<file path="src/rtl/jtlabrun_gfxrom_arb_if.sv">
// Graphics ROM arbiter bus: tile and object requester slots plus the shared SDRAM read channel.
// master = arbiter side, slave = graphics engine / SDRAM controller side.
interface jtlabrun_gfxrom_arb_if #(
  parameter int AW = 17,
  parameter int DW = 16
) ();
  logic          scr_cs;
  logic [AW-1:0] scr_addr;
  logic [DW-1:0] scr_data;
  logic          scr_ok;
  logic          obj_cs;
  logic [AW-1:0] obj_addr;
  logic [DW-1:0] obj_data;
  logic          obj_ok;
  logic          rom_cs;
  logic [AW:0]   rom_addr;
  logic [DW-1:0] rom_data;
  logic          rom_ok;
  logic          busy;

  modport master (
    input  scr_cs, scr_addr, obj_cs, obj_addr, rom_data, rom_ok,
    output scr_data, scr_ok, obj_data, obj_ok, rom_cs, rom_addr, busy
  );

  modport slave (
    output scr_cs, scr_addr, obj_cs, obj_addr, rom_data, rom_ok,
    input  scr_data, scr_ok, obj_data, obj_ok, rom_cs, rom_addr, busy
  );
endinterface

</file>
<file path="src/rtl/jtlabrun_gfxrom_arb.sv">
// Round-robin arbiter sharing the graphics SDRAM read port between tile and object fetchers.
// Define JTLABRUN_GFXARB_CACHE_EN for a one-entry hit tag per requester.
//
// state | meaning
// IDLE  | pick a pending requester (or serve a tag hit), register rom_addr/rom_cs
// ISSUE | first cycle of a fetch; rom_ok may be stale from the previous address
// WAIT  | wait for rom_ok, latch data into the granted slot
// DONE  | one idle cycle before the next arbitration
module jtlabrun_gfxrom_arb #(
  parameter int AW = 17,
  parameter int DW = 16
) (
  input logic                  clk,
  input logic                  rst,
  jtlabrun_gfxrom_arb_if.master bus
);

  typedef enum logic [1:0] {IDLE, ISSUE, WAIT, DONE} state_t;
  localparam logic OBJ = 1'b1;

  state_t        state, state_nxt;
  logic          last_gnt, gnt, gnt_nxt;
  logic          rom_cs, busy;
  logic [AW:0]   rom_addr;
  logic [AW-1:0] fetch_addr;
  logic          scr_ok, obj_ok;
  logic [DW-1:0] scr_data, obj_data;
  logic [AW-1:0] scr_tag, obj_tag;
  logic          scr_pend, obj_pend, scr_hit, obj_hit, scr_req, obj_req;
  logic          start, fin, scr_hit_set, obj_hit_set;
`ifdef JTLABRUN_GFXARB_CACHE_EN
  logic          scr_vld, obj_vld;
`endif

  assign gnt        = rom_addr[AW];
  assign fetch_addr = rom_addr[AW-1:0];

  always_ff @(posedge clk or posedge rst) begin
    if (rst) state <= IDLE;
    else     state <= state_nxt;
  end

  always_comb begin
    scr_pend = bus.scr_cs & ~scr_ok;
    obj_pend = bus.obj_cs & ~obj_ok;
`ifdef JTLABRUN_GFXARB_CACHE_EN
    scr_hit  = scr_pend & scr_vld & (bus.scr_addr == scr_tag);
    obj_hit  = obj_pend & obj_vld & (bus.obj_addr == obj_tag);
`else
    scr_hit  = 1'b0;
    obj_hit  = 1'b0;
`endif
    scr_req  = scr_pend & ~scr_hit;
    obj_req  = obj_pend & ~obj_hit;
    gnt_nxt  = (scr_req & obj_req) ? ~last_gnt : obj_req;
    state_nxt = state;
    case (state)
      IDLE:    if (scr_req | obj_req) state_nxt = ISSUE;
      ISSUE:   state_nxt = WAIT;
      WAIT:    if (bus.rom_ok) state_nxt = DONE;
      default: state_nxt = IDLE;
    endcase
  end

  always_comb begin
    start       = 1'b0;
    fin         = 1'b0;
    scr_hit_set = 1'b0;
    obj_hit_set = 1'b0;
    case (state)
      IDLE: begin
        start       = scr_req | obj_req;
        scr_hit_set = scr_hit;
        obj_hit_set = obj_hit;
      end
      WAIT:    fin = bus.rom_ok;
      default: ;
    endcase
  end

  always_ff @(posedge clk or posedge rst) begin
    if (rst) begin
      rom_cs   <= 1'b0;
      rom_addr <= '0;
      busy     <= 1'b0;
      last_gnt <= OBJ;
      scr_ok   <= 1'b0;
      obj_ok   <= 1'b0;
      scr_data <= '0;
      obj_data <= '0;
      scr_tag  <= '0;
      obj_tag  <= '0;
`ifdef JTLABRUN_GFXARB_CACHE_EN
      scr_vld  <= 1'b0;
      obj_vld  <= 1'b0;
`endif
    end else begin
      // ok only survives while the requester still asks for the fetched address
      if (scr_ok && (!bus.scr_cs || bus.scr_addr != scr_tag)) scr_ok <= 1'b0;
      if (obj_ok && (!bus.obj_cs || bus.obj_addr != obj_tag)) obj_ok <= 1'b0;
      if (scr_hit_set) scr_ok <= 1'b1;
      if (obj_hit_set) obj_ok <= 1'b1;
      if (start) begin
        rom_cs   <= 1'b1;
        busy     <= 1'b1;
        rom_addr <= {gnt_nxt, gnt_nxt ? bus.obj_addr : bus.scr_addr};
      end
      if (fin) begin
        rom_cs   <= 1'b0;
        busy     <= 1'b0;
        last_gnt <= gnt;
        // data is kept even for an abandoned fetch; ok needs a live, matching request
        if (gnt == OBJ) begin
          obj_data <= bus.rom_data;
          obj_tag  <= fetch_addr;
`ifdef JTLABRUN_GFXARB_CACHE_EN
          obj_vld  <= 1'b1;
`endif
          if (bus.obj_cs && bus.obj_addr == fetch_addr) obj_ok <= 1'b1;
        end else begin
          scr_data <= bus.rom_data;
          scr_tag  <= fetch_addr;
`ifdef JTLABRUN_GFXARB_CACHE_EN
          scr_vld  <= 1'b1;
`endif
          if (bus.scr_cs && bus.scr_addr == fetch_addr) scr_ok <= 1'b1;
        end
      end
    end
  end

  assign bus.rom_cs   = rom_cs;
  assign bus.rom_addr = rom_addr;
  assign bus.busy     = busy;
  assign bus.scr_ok   = scr_ok;
  assign bus.obj_ok   = obj_ok;
  assign bus.scr_data = scr_data;
  assign bus.obj_data = obj_data;

endmodule
</file>
<file path="src/flat_wrapper.sv">
// flat-port wrapper written by rule: the top's interface ports become plain ports
module jtlabrun_gfxrom_arb_flat 
#(
  parameter int AW = 17,
  parameter int DW = 16
)
  (clk, rst, bus_scr_cs, bus_scr_addr, bus_obj_cs, bus_obj_addr, bus_rom_data, bus_rom_ok, bus_scr_data, bus_scr_ok, bus_obj_data, bus_obj_ok, bus_rom_cs, bus_rom_addr, bus_busy);
  jtlabrun_gfxrom_arb_if #(.AW(AW), .DW(DW)) bus_i ();
  input logic clk;
  input logic rst;
  input wire logic [$bits(bus_i.scr_cs)-1:0] bus_scr_cs;
  input wire logic [$bits(bus_i.scr_addr)-1:0] bus_scr_addr;
  input wire logic [$bits(bus_i.obj_cs)-1:0] bus_obj_cs;
  input wire logic [$bits(bus_i.obj_addr)-1:0] bus_obj_addr;
  input wire logic [$bits(bus_i.rom_data)-1:0] bus_rom_data;
  input wire logic [$bits(bus_i.rom_ok)-1:0] bus_rom_ok;
  output wire logic [$bits(bus_i.scr_data)-1:0] bus_scr_data;
  output wire logic [$bits(bus_i.scr_ok)-1:0] bus_scr_ok;
  output wire logic [$bits(bus_i.obj_data)-1:0] bus_obj_data;
  output wire logic [$bits(bus_i.obj_ok)-1:0] bus_obj_ok;
  output wire logic [$bits(bus_i.rom_cs)-1:0] bus_rom_cs;
  output wire logic [$bits(bus_i.rom_addr)-1:0] bus_rom_addr;
  output wire logic [$bits(bus_i.busy)-1:0] bus_busy;
  assign bus_i.scr_cs = bus_scr_cs;
  assign bus_i.scr_addr = bus_scr_addr;
  assign bus_i.obj_cs = bus_obj_cs;
  assign bus_i.obj_addr = bus_obj_addr;
  assign bus_i.rom_data = bus_rom_data;
  assign bus_i.rom_ok = bus_rom_ok;
  assign bus_scr_data = bus_i.scr_data;
  assign bus_scr_ok = bus_i.scr_ok;
  assign bus_obj_data = bus_i.obj_data;
  assign bus_obj_ok = bus_i.obj_ok;
  assign bus_rom_cs = bus_i.rom_cs;
  assign bus_rom_addr = bus_i.rom_addr;
  assign bus_busy = bus_i.busy;
  jtlabrun_gfxrom_arb #(.AW(AW), .DW(DW)) u_core (.clk(clk), .rst(rst), .bus(bus_i));
endmodule
</file>
<file path="config.mk">
export PLATFORM = sky130hd
export DESIGN_NAME = jtlabrun_gfxrom_arb_flat
export DESIGN_NICKNAME = d
export VERILOG_FILES = /design/src/rtl/jtlabrun_gfxrom_arb_if.sv /design/src/rtl/jtlabrun_gfxrom_arb.sv /design/src/flat_wrapper.sv
export SDC_FILE = /design/constraint.sdc
export NUM_CORES = 1
export LEC_CHECK = 0
export ABC_AREA = 1
export BUFFER_PORTS_ARGS = -buffer_cell sky130_fd_sc_hd__buf_4
export CORE_MARGIN = 3
export CORE_UTILIZATION = 45
export CTS_BUF_LIST = sky130_fd_sc_hd__clkbuf_2
export DETAILED_ROUTE_END_ITERATION = 8
export GPL_TIMING_DRIVEN = 0
export PLACE_DENSITY = 0.76
export RECOVER_POWER = 50
export REMOVE_ABC_BUFFERS = 1
export SETUP_SLACK_MARGIN = 0.3
export SYNTH_ARGS = -nofsm -noshare
export SYNTH_HDL_FRONTEND = slang
export SYNTH_SLANG_ARGS = --single-unit
</file>
<file path="constraint.sdc">
create_clock -name clk -period 5 [get_ports clk]
set_input_delay 1 -clock clk [delete_from_list [all_inputs] [get_ports clk]]
set_output_delay 1 -clock clk [all_outputs]
set_load 0.03 [all_outputs]
</file>
# After elaboration in Yosys (flattened, before gate mapping)
# Index checks and enable logic that the tools add are counted.
# W data, S select, Z words.
# word_totals
register_bits,90
latch_bits,0
ramBits,0
rom_bits,0
in_bits,55
output_inout_bits,54
wordCells,56
mem_count,0
# op_classes
add_sub_neg,0
multipliers,0
n_div,0
order_cmp,0
eq_ne,8
shift,0
muxes,17
bitwise_logic,8
n_reduce_logical,13
# ops
cell,count
$eq A17 B17 Y1,2
$ne A17 B17 Y1,2
$mux W17,1
$mux W1,13
$pmux W2 S3,1
$reduce_and A2 Y1,3
$logic_and A1 B1 Y1,4
$mux W2,2
$not A1 Y1,4
$and A1 B1 Y1,3
$eq A2 B1 Y1 const B,1
$eq A2 B2 Y1 const B,1
$logic_not A1 Y1,2
$logic_not A2 Y1,1
$logic_or A1 B1 Y1,2
$ne A2 B1 Y1 const B,1
$ne A2 B2 Y1 const B,1
$reduce_bool A2 Y1,1
$or A1 B1 Y1,1

# Longest topological paths before layout
# Gate-level depths: netlist of the first run.
# logic_depth
depth_word,7
depth_mapped,10
mapped_depth_nobuf,10

# Worst setup path after synthesis of the first run
# OpenSTA, ideal clock, no wires.
# synth_path
path_kind,input -> register
startpoint,input port bus_scr_cs
endpoint,register u_core.rom_addr[0] (netlist: u_core.bus.rom_addr[0])
setup_ps,76
arrival_ps,1650
required_time_ps,4924
path_slack_ps,3274
stages,7
n_path_buf,1
path_cell_list,inv_1 -> o21ai_2 -> nand2_4 -> buf_6 -> a21oi_2 -> o21ai_1 -> o21ai_1
# synth_via
elab_chain_cells,4
elab_cells_between_ends,6
cone_classes,3 x mux; 3 x bitwise
# synth_rtl
item,line,source
"start, declared",flat_wrapper.sv:11,input wire logic [$bits(bus_i.scr_cs)-1:0] bus_scr_cs;
$and A1 B1 Y1 *,jtlabrun_gfxrom_arb.sv:44,scr_pend = bus.scr_cs & ~scr_ok;
$and A1 B1 Y1,jtlabrun_gfxrom_arb.sv:55,gnt_nxt = (scr_req & obj_req) ? ~last_gnt : obj_req;
$mux W1,jtlabrun_gfxrom_arb.sv:55,
$mux W17,jtlabrun_gfxrom_arb.sv:106,"rom_addr <= {gnt_nxt, gnt_nxt ? bus.obj_addr : bus.scr_addr};"
"end signal, assigned",jtlabrun_gfxrom_arb.sv:106,
"end, declared",jtlabrun_gfxrom_arb.sv:24,logic [AW:0] rom_addr;
# Mark *: on every way between the ends. The rest lies on a longest branch, timed or not.
# A chain may end at the register's enable or synchronous reset.

# Final worst setup path of the first run
# layout_path
startpoint,register u_core.state[0]
endpoint,register u_core.scr_ok (netlist: u_core.bus.scr_ok)
# layout_via
elab_chain_cells,3
# layout_rtl
item,line,source
"start, declared",jtlabrun_gfxrom_arb.sv:21,"state_t state, state_nxt;"
"start signal, assigned",jtlabrun_gfxrom_arb.sv:40,else state <= state_nxt;
$eq A2 B2 Y1,jtlabrun_gfxrom_arb.sv:70,case (state)
$mux W1,jtlabrun_gfxrom_arb.sv:70,
$mux W1,jtlabrun_gfxrom_arb.sv:108,if (fin) begin
"end signal, assigned",jtlabrun_gfxrom_arb.sv:87,scr_ok <= 1'b0;
"end signal, assigned",jtlabrun_gfxrom_arb.sv:101,if (scr_hit_set) scr_ok <= 1'b1;
"end signal, assigned",jtlabrun_gfxrom_arb.sv:126,if (bus.scr_cs && bus.scr_addr == fetch_addr) scr_ok <= 1'b1;
"end, declared",jtlabrun_gfxrom_arb.sv:26,"logic scr_ok, obj_ok;"
# Every way passes these cells.

==> results of run 1 <==
[layout by cell type, fill, tap and decap left out]
| cell | count |
|---|---|
| sky130_fd_sc_hd__dfstp_1 | 1 |
| sky130_fd_sc_hd__nand3_1 | 6 |
| sky130_fd_sc_hd__o21ai_1 | 27 |
| sky130_fd_sc_hd__o31ai_1 | 1 |
| sky130_fd_sc_hd__o21ai_2 | 1 |
| sky130_fd_sc_hd__inv_1 | 98 |
| sky130_fd_sc_hd__buf_4 | 107 |
| sky130_fd_sc_hd__a21oi_1 | 9 |
| sky130_fd_sc_hd__clkinvlp_4 | 1 |
| sky130_fd_sc_hd__o22ai_1 | 1 |
| sky130_fd_sc_hd__o21ai_0 | 83 |
| sky130_fd_sc_hd__o211ai_1 | 2 |
| sky130_fd_sc_hd__dfrtp_1 | 89 |
| sky130_fd_sc_hd__nor2_1 | 44 |
| sky130_fd_sc_hd__ha_1 | 3 |
| sky130_fd_sc_hd__nand2_1 | 229 |
| sky130_fd_sc_hd__clkinvlp_2 | 2 |
| sky130_fd_sc_hd__bufinv_16 | 1 |
| sky130_fd_sc_hd__buf_16 | 1 |
| sky130_fd_sc_hd__clkbuf_2 | 10 |
| sky130_fd_sc_hd__clkinv_4 | 2 |
| sky130_fd_sc_hd__nand2_4 | 1 |
| sky130_fd_sc_hd__o22ai_2 | 2 |
| sky130_fd_sc_hd__clkbuf_4 | 1 |
| sky130_fd_sc_hd__nand4_1 | 4 |
| sky130_fd_sc_hd__inv_6 | 2 |
| sky130_fd_sc_hd__a21oi_2 | 9 |
| sky130_fd_sc_hd__xnor2_1 | 10 |
[layout make-up]
type | instances | area [um^2]
Clock buffer | 10 | 50.0
Clock inverter | 6 | 72.6
Fill cell | 972 | 4290
Inverter | 100 | 378
Multi-Input combinational cell | 432 | 1950
Sequential cell | 90 | 2250
Tap cell | 133 | 166
Timing Repair Buffer | 109 | 838
[cell families after synthesis]
| family | Yosys count |
|---|---|
| fa+ha+maj | 3 |
| compound gates | 135 |
| flops | 90 |
| simple gates | 284 |
| xor+xnor | 10 |
| buf+inv | 121 |
[power groups by stage]
stage / clock network [W] / registers (W) / logic (W)
4_1_cts: 0.000399 / 0.00134 / 0.00182
2_1_floorplan: 0 / 0.00169 / 0.000810
6_report: 0.000386 / 0.00134 / 0.00181
3_3_place_gp: 0 / 0.00133 / 0.00177
5_1_grt: 0.000424 / 0.00139 / 0.00201
3_5_place_dp: 0 / 0.00135 / 0.00182
[stage by stage]
step           instance area, um^2  total power [W]
2_1_floorplan                 4600          0.00250
3_3_place_gp                  5580          0.00310
3_5_place_dp                  5610          0.00317
4_1_cts                       5730          0.00356
5_1_grt                       5710          0.00383
6_report                      5710          0.00354
[registers in the layout, summed over array words and instances, names as in the netlist, 2 cells and up]
| signal | count |
|---|---|
| u_core.bus.obj_data | 16 |
| u_core.bus.rom_addr | 18 |
| u_core.bus.scr_data | 16 |
| u_core.obj_tag | 17 |
| u_core.scr_tag | 17 |
| u_core.state | 2 |
[worst register-to-register path: stages (launching register included)]
cell and delay [ps]:
sky130_fd_sc_hd__dfrtp_1 460, sky130_fd_sc_hd__inv_1 90, sky130_fd_sc_hd__ha_1 190, sky130_fd_sc_hd__nand2_1 90, sky130_fd_sc_hd__clkinvlp_2 110, sky130_fd_sc_hd__nand2_1 1190
sky130_fd_sc_hd__nor2_1 420, sky130_fd_sc_hd__nand2_1 90, sky130_fd_sc_hd__nor2_1 170, sky130_fd_sc_hd__nand3_1 90, sky130_fd_sc_hd__a21oi_1 120
[routing by layer]
| metal | vias up | wire length, um | track usage |
|---|---|---|---|
| met5 | - | 0 | 0 |
| met2 | 164 | 5650 | 0.352 |
| met4 | 0 | 227 | 0.0712 |
| met1 | 2007 | 5490 | 0.277 |
| li1 | 2183 | - | - |
| met3 | 19 | 1060 | 0.0657 |
[worst max-delay path by stage]
stage	start	to	depth (start not counted)
4_1_cts	u_core.bus.rom_addr[7]	bus_rom_addr[7]	1
2_1_floorplan	rst	u_core.bus.obj_data[0]	1
3_5_place_dp	bus_obj_cs	u_core.bus.rom_addr[12]	7
6_report	u_core.state[0]	u_core.bus.scr_ok	10
5_1_grt	u_core.state[0]	u_core.bus.obj_ok	10
3_3_place_gp	rst	u_core.bus.rom_addr[3]	2
==> flow_summary_export.csv, run 1 <==
group,metric,value,unit
synth,synth_area_leaders,"sky130_fd_sc_hd__dfrtp_1 47%, sky130_fd_sc_hd__nand2_1 18%, sky130_fd_sc_hd__inv_1 7.7%, sky130_fd_sc_hd__o21ai_0 7.4%, sky130_fd_sc_hd__o21ai_1 4.2%",
worst_setup_path,worstSetupEndpointType,"flip-flop",
power_and_ir_drop,pwr_density_cell,619,nW/um^2
power_and_ir_drop,netSwitchingFraction,0.479,
detailed_routing,detail_route.iter0.violations,309,
clocking,cts_max_path_buffers,2,
clocking,cts.htree.levels,3,
synth,synthAdderAreaFrac,0.00790,
global_routing,grt_overflow_total,0,
worst_setup_path,criticalPathCategory,"reg2reg",
synth,synth-edff-count,0,
floorplan,area_of_the_die,11800,um^2
worst_setup_path,worst_r2r_path_depth,10,
power_and_ir_drop,p_clk_frac,0.109,
synth,synth.cells.most_frequent,"225 x sky130_fd_sc_hd__nand2_1, 98 x sky130_fd_sc_hd__inv_1, 89 x sky130_fd_sc_hd__dfrtp_1",
power_and_ir_drop,power.static_leakage,3.09,nW
clocking,clock_sink_total,90,
worst_setup_path,critical_path.top_delay_family,"simple AND/OR/NAND/NOR gates",
detailed_routing,wirelength,12400,um
synth,yosysMostFrequentCell,"sky130_fd_sc_hd__nand2_1",
final_layout,layout.nets,800,
worst_setup_path,worst_reg2reg_endpoint,"u_core.bus.scr_ok",
clocking,clock_insertion_delay_worst_skew,550,ps
timing,worst-slew-pin-transition,2130,ps
global_routing,grt_util_all_layers,0.216,
power_and_ir_drop,power_frac_seq,0.380,
timing,finalWorstSetupSlack,1910,ps
synth,synthFlopType,"sky130_fd_sc_hd__dfrtp_1",
clocking,post_cts_buffers,0,
power_and_ir_drop,worst_ir_drop_vdd,0.000298,V
synth,count_of_warnings_emitted_by_yosys,0,
outcome,run_status,"finished with violations",
global_routing,antenna_violations_before_repair,0,
worst_setup_path,critical_path_buf_inv_count,2,
place,routabilityCongestion,0.913,
clocking,cts_root_buffer,"sky130_fd_sc_hd__clkbuf_2",
detailed_routing,drt.antenna.violating_nets,0,
hold_path,whs_endpoint,"u_core.last_gnt",
floorplan,number_of_cell_rows,36,
timing,final.min_clock_period,3090,ps
synth,postSynthRegisterBits,90,
worst_setup_path,setup.worst_path.start_class,"flip-flop",
clocking,post_cts.resized_instances,0,
hold_path,min_from,"u_core.last_gnt",
clocking,clk_pin_slew_worst_paths,260,ps
outcome,failed_checks,"capacitance limit, slew limit",
worst_setup_path,crit_slowest_cell,"sky130_fd_sc_hd__nand2_1",
detailed_routing,vias_per_cell,4.97,
synth,synth_area,4750,um^2
worst_setup_path,worst_path_largest_cell_delay,1190,ps
synth,area_fraction_in_compound_gates_after_synthesis,0.155,
final_layout,area_delta_synth_final,20.2,%
place,place.detailed.hpwl,8830,um
final_layout,drive_gt1_frac,0.187,
synth,synth_top_cell_area_share,0.469,
synth,synth_cells,643,
worst_setup_path,worstPathCellList,"inv_1 -> ha_1 -> nand2_1 -> clkinvlp_2 -> nand2_1 -> nor2_1 -> nand2_1 -> nor2_1 -> nand3_1 -> a21oi_1",
synth,seq_area_frac_synth,0.474,
global_routing,grt_start_max_net_pins,71,
final_layout,diodes,0,
timing,fmax,323,MHz
detailed_routing,routedWlPerCell,14.1,um
detailed_routing,vias,4373,
detailed_routing,post-route-drc-count,0,
synth,ys_async_sr_fraction,1.00,
worst_setup_path,r2r_slack,1910,ps
clocking,cts_hold_repair.buffers,0,
place,cell_count_after_placement,864,
final_layout,fin_util,0.571,
timing,final_hold_viol_count,0,
power_and_ir_drop,design_internal_power,0.00184,W
floorplan,die-height,109,um
synth,synth.largest_area_cell,"sky130_fd_sc_hd__dfrtp_1",
global_routing,first_global_vias,4337,
power_and_ir_drop,power_switching,0.00170,W
timing,final.period_utilization,0.619,
place,place_worst_setup_slack,2510,ps
detailed_routing,first_pass_iters,5,
worst_setup_path,cp_common_cell,"sky130_fd_sc_hd__nand2_1",
synth,multiplexer_area_fraction_after_synthesis,0,
floorplan,dieWidth,109,um
global_routing,grt_pass1_wl,20200,um
worst_setup_path,timing.critical_path.fanout_max,67,
timing,slew_violations,137,
floorplan,fp.coreArea,10000,um^2
power_and_ir_drop,p_comb_frac,0.511,
place,numPortBuffers,108,
synth,synth_xor_area_frac,0.0184,
floorplan,io-pin-count,109,
synth,area_share_of_and_or_nand_nor_cells_after_synthesis,0.234,
timing,maxSlewHeadroom,-0.420,
synth,synth.distinct_cells,26,
flow_run,max-cap-violations,2,
timing,finClkSkew,26.8,ps
timing,setup_repair_after_global_routing_missed_its_margin,"no",
timing,setup_viol,0,
hold_path,worst_hold_check_path_type,"reg2reg",
synth,syn-mean-instance-area,7.39,um^2
worst_setup_path,worstReg2RegStart,"u_core.state[0]",
worst_setup_path,cp_data_arrival_time,3580,ps
clocking,cts_tree,"yes",
timing,hold-worst-slack,510,ps
worst_setup_path,required,5490,ps
floorplan,initial_utilization,0.475,
timing,setup_total_negative_slack,0,ps
hold_path,hold_depth,2,
synth,synth_top_family_by_area,"simple AND/OR/NAND/NOR gates",
final_layout,final-instance-count-excl-fill,880,
clocking,cts-buffers-inserted,9,
Note: power is estimated with default switching activity, not from simulation.
==> run 2: changes to the inputs <==
- clock period: 5 -> 3.15 ns (I/O delays scaled with it)
==> run 2 against run 1 <==
Maximum frequency up 30%; die area is the same; largest cell class unchanged; largest power group unchanged; sequential share of layout area is 0.10 points higher; the run now ends clean.
==> flow_summary_export.csv, run 2 (synthesized netlist as in run 1, its figures left out) <==
group,metric,value,unit
final_layout,registers.top_by_ff_count,"u_core.bus.rom_addr",
timing,setup_viol,0,
timing,slew_violations,0,
worst_setup_path,crit_slowest_cell,"sky130_fd_sc_hd__nand2_2",
floorplan,dieWidth,109,um
detailed_routing,drt.antenna.violating_nets,0,
timing,hold-worst-slack,290,ps
final_layout,layout.cells.most_common,"sky130_fd_sc_hd__nand2_1",
floorplan,number_of_cell_rows,36,
clocking,clock_insertion_delay_worst_skew,560,ps
timing,setup_repair_after_global_routing_missed_its_margin,"no",
floorplan,io-pin-count,109,
place,place.detailed.hpwl,8830,um
timing,maxSlewHeadroom,0.129,
power_and_ir_drop,p_clk_frac,0.111,
timing,fmax,419,MHz
global_routing,grt_pass1_wl,20200,um
timing,final.period_utilization,0.758,
clocking,cts.htree.levels,3,
worst_setup_path,worstSetupEndpointType,"flip-flop",
place,routabilityCongestion,0.913,
clocking,clk_pin_slew_worst_paths,260,ps
power_and_ir_drop,pwr_density_cell,978,nW/um^2
timing,final.min_clock_period,2390,ps
timing,final_hold_viol_count,0,
final_layout,drive_gt1_frac,0.179,
worst_setup_path,criticalPathCategory,"reg2reg",
power_and_ir_drop,power_frac_seq,0.382,
final_layout,final_non_filler_cell_area,5700,um^2
detailed_routing,wirelength,12400,um
place,detailed_place.area,5610,um^2
place,numPortBuffers,108,
clocking,clock_sink_total,90,
clocking,cts_max_path_buffers,2,
worst_setup_path,setup.worst_path.start_class,"flip-flop",
clocking,post_cts_buffers,0,
clocking,cts-buffers-inserted,9,
global_routing,grt_overflow_total,0,
power_and_ir_drop,netSwitchingFraction,0.484,
global_routing,first_global_vias,4348,
floorplan,die-height,109,um
global_routing,antenna_violations_before_repair,0,
power_and_ir_drop,power.static_leakage,3.07,nW
power_and_ir_drop,design_internal_power,0.00288,W
final_layout,layout.filler_cells,977,
global_routing,grt_start_max_net_pins,71,
floorplan,area_of_the_die,11800,um^2
worst_setup_path,worstPathCellList,"inv_1 -> ha_1 -> nand2_1 -> clkinv_2 -> nand2_2 -> nor2_1 -> nand2_1 -> nor2_1 -> nand3_1 -> a21oi_1",
detailed_routing,vias_per_cell,4.98,
hold_path,worst_hold_check_path_type,"in2reg",
worst_setup_path,required,3650,ps
detailed_routing,post-route-drc-count,0,
clocking,cts_hold_repair.buffers,1,
final_layout,area_delta_synth_final,19.8,%
final_layout,mostFrequentLayoutCells,"227 x sky130_fd_sc_hd__nand2_1, 99 x sky130_fd_sc_hd__buf_4, 98 x sky130_fd_sc_hd__inv_1",
clocking,cts_tree,"yes",
floorplan,initial_utilization,0.475,
final_layout,largestRegisters,"u_core.bus.rom_addr x18, u_core.obj_tag x17, u_core.scr_tag x17",
final_layout,largest_register_ffs,18,
clocking,post_cts.resized_instances,0,
detailed_routing,vias,4387,
detailed_routing,first_pass_iters,5,
power_and_ir_drop,p_comb_frac,0.507,
worst_setup_path,critical_path.top_delay_family,"simple AND/OR/NAND/NOR gates",
worst_setup_path,worst_path_largest_cell_delay,640,ps
outcome,run_status,"finished, final reports clean",
final_layout,diodes,0,
power_and_ir_drop,power_switching,0.00270,W
clocking,cts_root_buffer,"sky130_fd_sc_hd__clkbuf_2",
final_layout,layout.nets,801,
detailed_routing,routedWlPerCell,14.1,um
timing,worst-slew-pin-transition,1300,ps
worst_setup_path,critical_path_buf_inv_count,2,
power_and_ir_drop,total_power_after_layout,0.00557,W
global_routing,grt_util_all_layers,0.217,
worst_setup_path,timing.critical_path.fanout_max,67,
detailed_routing,detail_route.iter0.violations,328,
power_and_ir_drop,worst_ir_drop_vdd,0.000472,V
worst_setup_path,cp_data_arrival_time,2890,ps
flow_run,max-cap-violations,0,
timing,finClkSkew,21.5,ps
floorplan,fp.coreArea,10000,um^2
## run 2: cell types whose count changed in the layout (fill, tap and decap cells not counted), sizes merged
cell / before / now
clkbuf: 11 / 19
buf: 108 / 100
dlygate4sd3: 0 / 1
clkinvlp: 3 / 2
clkinv: 2 / 3
## run 2: path summary, 6_finish.rpt
check | startpoint | endpoint | slack, ps | cells past startpoint
max | u_core.state[0] | u_core.bus.scr_ok | 760 | 10
min | bus_rom_data[1] | u_core.bus.scr_data[1] | 290 | 3
max reg2reg | u_core.state[0] | u_core.bus.scr_ok | 760 | 10
min reg2reg | u_core.last_gnt | u_core.last_gnt | 510 | 2
max in group asynchronous | rst | u_core.last_gnt | 1600 | 4
min in group asynchronous | rst | u_core.bus.scr_data[9] | 730 | 3
## run 2: cell type report
cell class                 instances  area, um^2  area share
clock buffer                      10        50.0     0.00879
clock inverter                     6        72.6      0.0127
inverter                         100         378      0.0663
multi-input combinational        432        1960       0.344
sequential                        90        2250       0.396
tap                              133         166      0.0292
timing repair buffer             110         818       0.144
## run 2: worst min-delay path, stage by stage
cell and delay, ps:
sky130_fd_sc_hd__buf_4 110, sky130_fd_sc_hd__inv_1 50, sky130_fd_sc_hd__o21ai_1 70
## run 2: power groups by stage
stage	sequential (W)	clock [W]	combinational, W
global route	0.00221	0.000673	0.00315
CTS	0.00212	0.000634	0.00290
detailed placement	0.00214	0	0.00289
floorplan	0.00269	0	0.00129
global placement	0.00211	0	0.00281
finish	0.00213	0.000618	0.00283
## run 2: stage by stage
step                TNS (ps)  utilization  worst slack, ps  instances
detailed placement         0        0.561             1030        864
global route               0        0.570              427        881
global placement      -77850        0.558             -880        863
floorplan                  0            -              186        622
finish                     0        0.570              763        881
CTS                        0        0.574             1120        881
## run 2: per-layer routing
layer / part of all wire / global-route usage
met3: 0.080 / 0.0657
met2: 0.46 / 0.353
met4: 0.021 / 0.0712
met5: 0 / 0
met1: 0.44 / 0.277
==> run 3: changes to the inputs <==
- PLACE_DENSITY: 0.76 -> 0.79
- clock period: 3.15 -> 2 ns (I/O delays scaled with it)
==> run 3 against run 2 <==
Maximum frequency up 45%; non-clock buffer count up 8; critical path depth down 3; core utilization up 2.3 points; sequential power up 55%; register-to-register slack worse by 410 ps; largest cell class unchanged; largest power group unchanged.
==> flow_summary_export.csv, run 3 (synthesized netlist as in run 1, its figures left out) <==
group,metric,value,unit
outcome,run_status,"finished, final reports clean",
floorplan,area_of_the_die,11800,um^2
clocking,cts_tree,"yes",
worst_setup_path,crit_slowest_cell,"sky130_fd_sc_hd__dfrtp_1",
detailed_routing,vias_per_cell,5.09,
worst_setup_path,cp_data_arrival_time,2140,ps
detailed_routing,vias,4542,
final_layout,drive_gt1_frac,0.209,
worst_setup_path,worstPathCellList,"inv_1 -> ha_4 -> nand2_4 -> clkinv_8 -> buf_12 -> nand2_2 -> o21ai_0",
power_and_ir_drop,netSwitchingFraction,0.485,
timing,setup_total_negative_slack,0,ps
hold_path,min_from,"bus_obj_cs",
worst_setup_path,timing.critical_path.fanout_max,17,
final_layout,sequential_cell_area,2260,um^2
final_layout,diodes,0,
global_routing,first_global_vias,4527,
detailed_routing,first_pass_iters,6,
final_layout,largestRegisters,"u_core.bus.rom_addr x18, u_core.obj_tag x17, u_core.scr_tag x17",
floorplan,dieWidth,109,um
final_layout,layout.cells.most_common,"sky130_fd_sc_hd__nand2_1",
global_routing,grt_util_all_layers,0.238,
worst_setup_path,required,2500,ps
detailed_routing,routedWlPerCell,15.2,um
clocking,cts-buffers-inserted,9,
worst_setup_path,worst_reg2reg_endpoint,"u_core.bus.obj_data[11]",
timing,maxSlewHeadroom,0.247,
clocking,clk_pin_slew_worst_paths,280,ps
final_layout,layout.nets,813,
worst_setup_path,worstSetupEndpointType,"flip-flop",
place,numPortBuffers,108,
hold_path,hold_depth,3,
timing,worst-slew-pin-transition,1120,ps
timing,setup_repair_after_global_routing_missed_its_margin,"no",
flow_run,max-cap-violations,0,
power_and_ir_drop,design_internal_power,0.00480,W
timing,fmax,608,MHz
place,place_worst_setup_slack,4.92,ps
final_layout,largest_register_ffs,18,
floorplan,fp.coreArea,10000,um^2
timing,finClkSkew,25.3,ps
floorplan,io-pin-count,109,
clocking,cts_max_path_buffers,2,
worst_setup_path,critical_path_buf_inv_count,3,
clocking,clock_sink_total,90,
worst_setup_path,criticalPathCategory,"reg2reg",
worst_setup_path,setup.worst_path.start_class,"flip-flop",
global_routing,grt_start_max_net_pins,69,
power_and_ir_drop,p_clk_frac,0.112,
power_and_ir_drop,worst_ir_drop_vdd,0.000954,V
worst_setup_path,worst_path_largest_cell_delay,450,ps
global_routing,grt_pass1_wl,21700,um
worst_setup_path,worst_r2r_path_depth,7,
place,routabilityCongestion,0.888,
power_and_ir_drop,power_switching,0.00452,W
timing,finalWorstSetupSlack,356,ps
timing,final.period_utilization,0.822,
power_and_ir_drop,power.static_leakage,3.18,nW
final_layout,multiInputGateArea,2050,um^2
worst_setup_path,worstReg2RegStart,"u_core.state[0]",
floorplan,die-height,109,um
hold_path,whs_endpoint,"u_core.bus.obj_ok",
timing,slew_violations,0,
final_layout,registers.top_by_ff_count,"u_core.bus.rom_addr",
worst_setup_path,cell_count_along_the_critical_path,7,
place,cell_count_after_placement,864,
final_layout,layout.filler_cells,914,
hold_path,worst_hold_check_path_type,"in2reg",
final_layout,final-instance-count-excl-fill,893,
power_and_ir_drop,power_frac_seq,0.356,
worst_setup_path,r2r_slack,360,ps
place,place.detailed.hpwl,8870,um
power_and_ir_drop,pwr_density_cell,1570,nW/um^2
detailed_routing,detail_route.iter0.violations,401,
power_and_ir_drop,p_comb_frac,0.533,
detailed_routing,drt.antenna.violating_nets,0,
timing,final.min_clock_period,1640,ps
global_routing,antenna_violations_before_repair,0,
clocking,cts_root_buffer,"sky130_fd_sc_hd__clkbuf_2",
detailed_routing,wirelength,13500,um
floorplan,number_of_cell_rows,36,
clocking,cts.htree.levels,3,
floorplan,initial_utilization,0.475,
final_layout,mostFrequentLayoutCells,"225 x sky130_fd_sc_hd__nand2_1, 114 x sky130_fd_sc_hd__buf_4, 96 x sky130_fd_sc_hd__inv_1",
timing,final_hold_viol_count,0,
clocking,clock_insertion_delay_worst_skew,560,ps
timing,setup_viol,0,
detailed_routing,post-route-drc-count,0,
worst_setup_path,critical_path.top_delay_family,"flip-flops",
global_routing,grt_overflow_total,0,
final_layout,area_delta_synth_final,24.7,%
==> run 3: layout make-up <==
cell class / instances / share of cell area
flip-flops and latches: 90 / 0.381
multi-input cells: 436 / 0.346
repair buffers: 118 / 0.155
inverters: 100 / 0.0676
well taps: 133 / 0.0281
clock inverters: 7 / 0.0148
clock buffers: 9 / 0.00760
==> run 3: worst max path at each step <==
| stage | slack (ps) | to | startpoint |
|---|---|---|---|
| final | 360 | u_core.bus.obj_data[11] | u_core.state[0] |
| after global routing | 250 | u_core.obj_tag[15] | u_core.state[0] |
| after CTS | 260 | u_core.bus.scr_ok | u_core.state[0] |
| after detailed placement | 5 | u_core.bus.scr_ok | u_core.state[0] |
| after global placement | -1790 | u_core.bus.rom_addr[3] | rst |
| after floorplan | -730 | u_core.bus.obj_data[0] | rst |
==> run 3: power groups by stage <==
stage / Combinational [W] / Sequential, W / Clock (W)
6_report: 0.00496 / 0.00331 / 0.00104
5_1_grt: 0.00547 / 0.00344 / 0.00114
4_1_cts: 0.00481 / 0.00332 / 0.00106
3_5_place_dp: 0.00456 / 0.00337 / 0
3_3_place_gp: 0.00442 / 0.00332 / 0
2_1_floorplan: 0.00202 / 0.00423 / 0
==> run 3: repair_timing <==
action / 4_1_cts / 5_1_grt
setup endpoints to repair: 76 / 44
resized for setup: 9 / 10
buffers inserted: 3 / 5
gates cloned: 4 / 0
hold endpoints to repair: 22 / 0
hold buffers: 1 / 0
pin swaps: 2 / 0
==> run 3: worst min-delay path: cells and delay by family <==
family | cells | cell delay (ps)
buf+inv | 2 | 180
compound gates | 1 | 30
==> run 3: routing by layer <==
metal / global-route usage / vias up / routed length [um]
met1: 0.313 / 2097 / 5610
met2: 0.377 / 210 / 6350
met3: 0.0568 / 23 / 1330
met4: 0.100 / 0 / 237
met5: 0 / - / 0
li1: - / 2212 / -
==> run 3: stage by stage <==
stage / total power (W) / instance area, um^2 / util / hold slack (ps)
finish: 0.00932 / 5930 / 0.593 / 29.8
global route: 0.0100 / 5930 / 0.593 / 2.39
CTS: 0.00920 / 5860 / 0.586 / 7.80
detailed placement: 0.00794 / 5610 / 0.561 / 397
global placement: 0.00774 / 5580 / 0.558 / 458
floorplan: 0.00626 / 4600 / - / 447
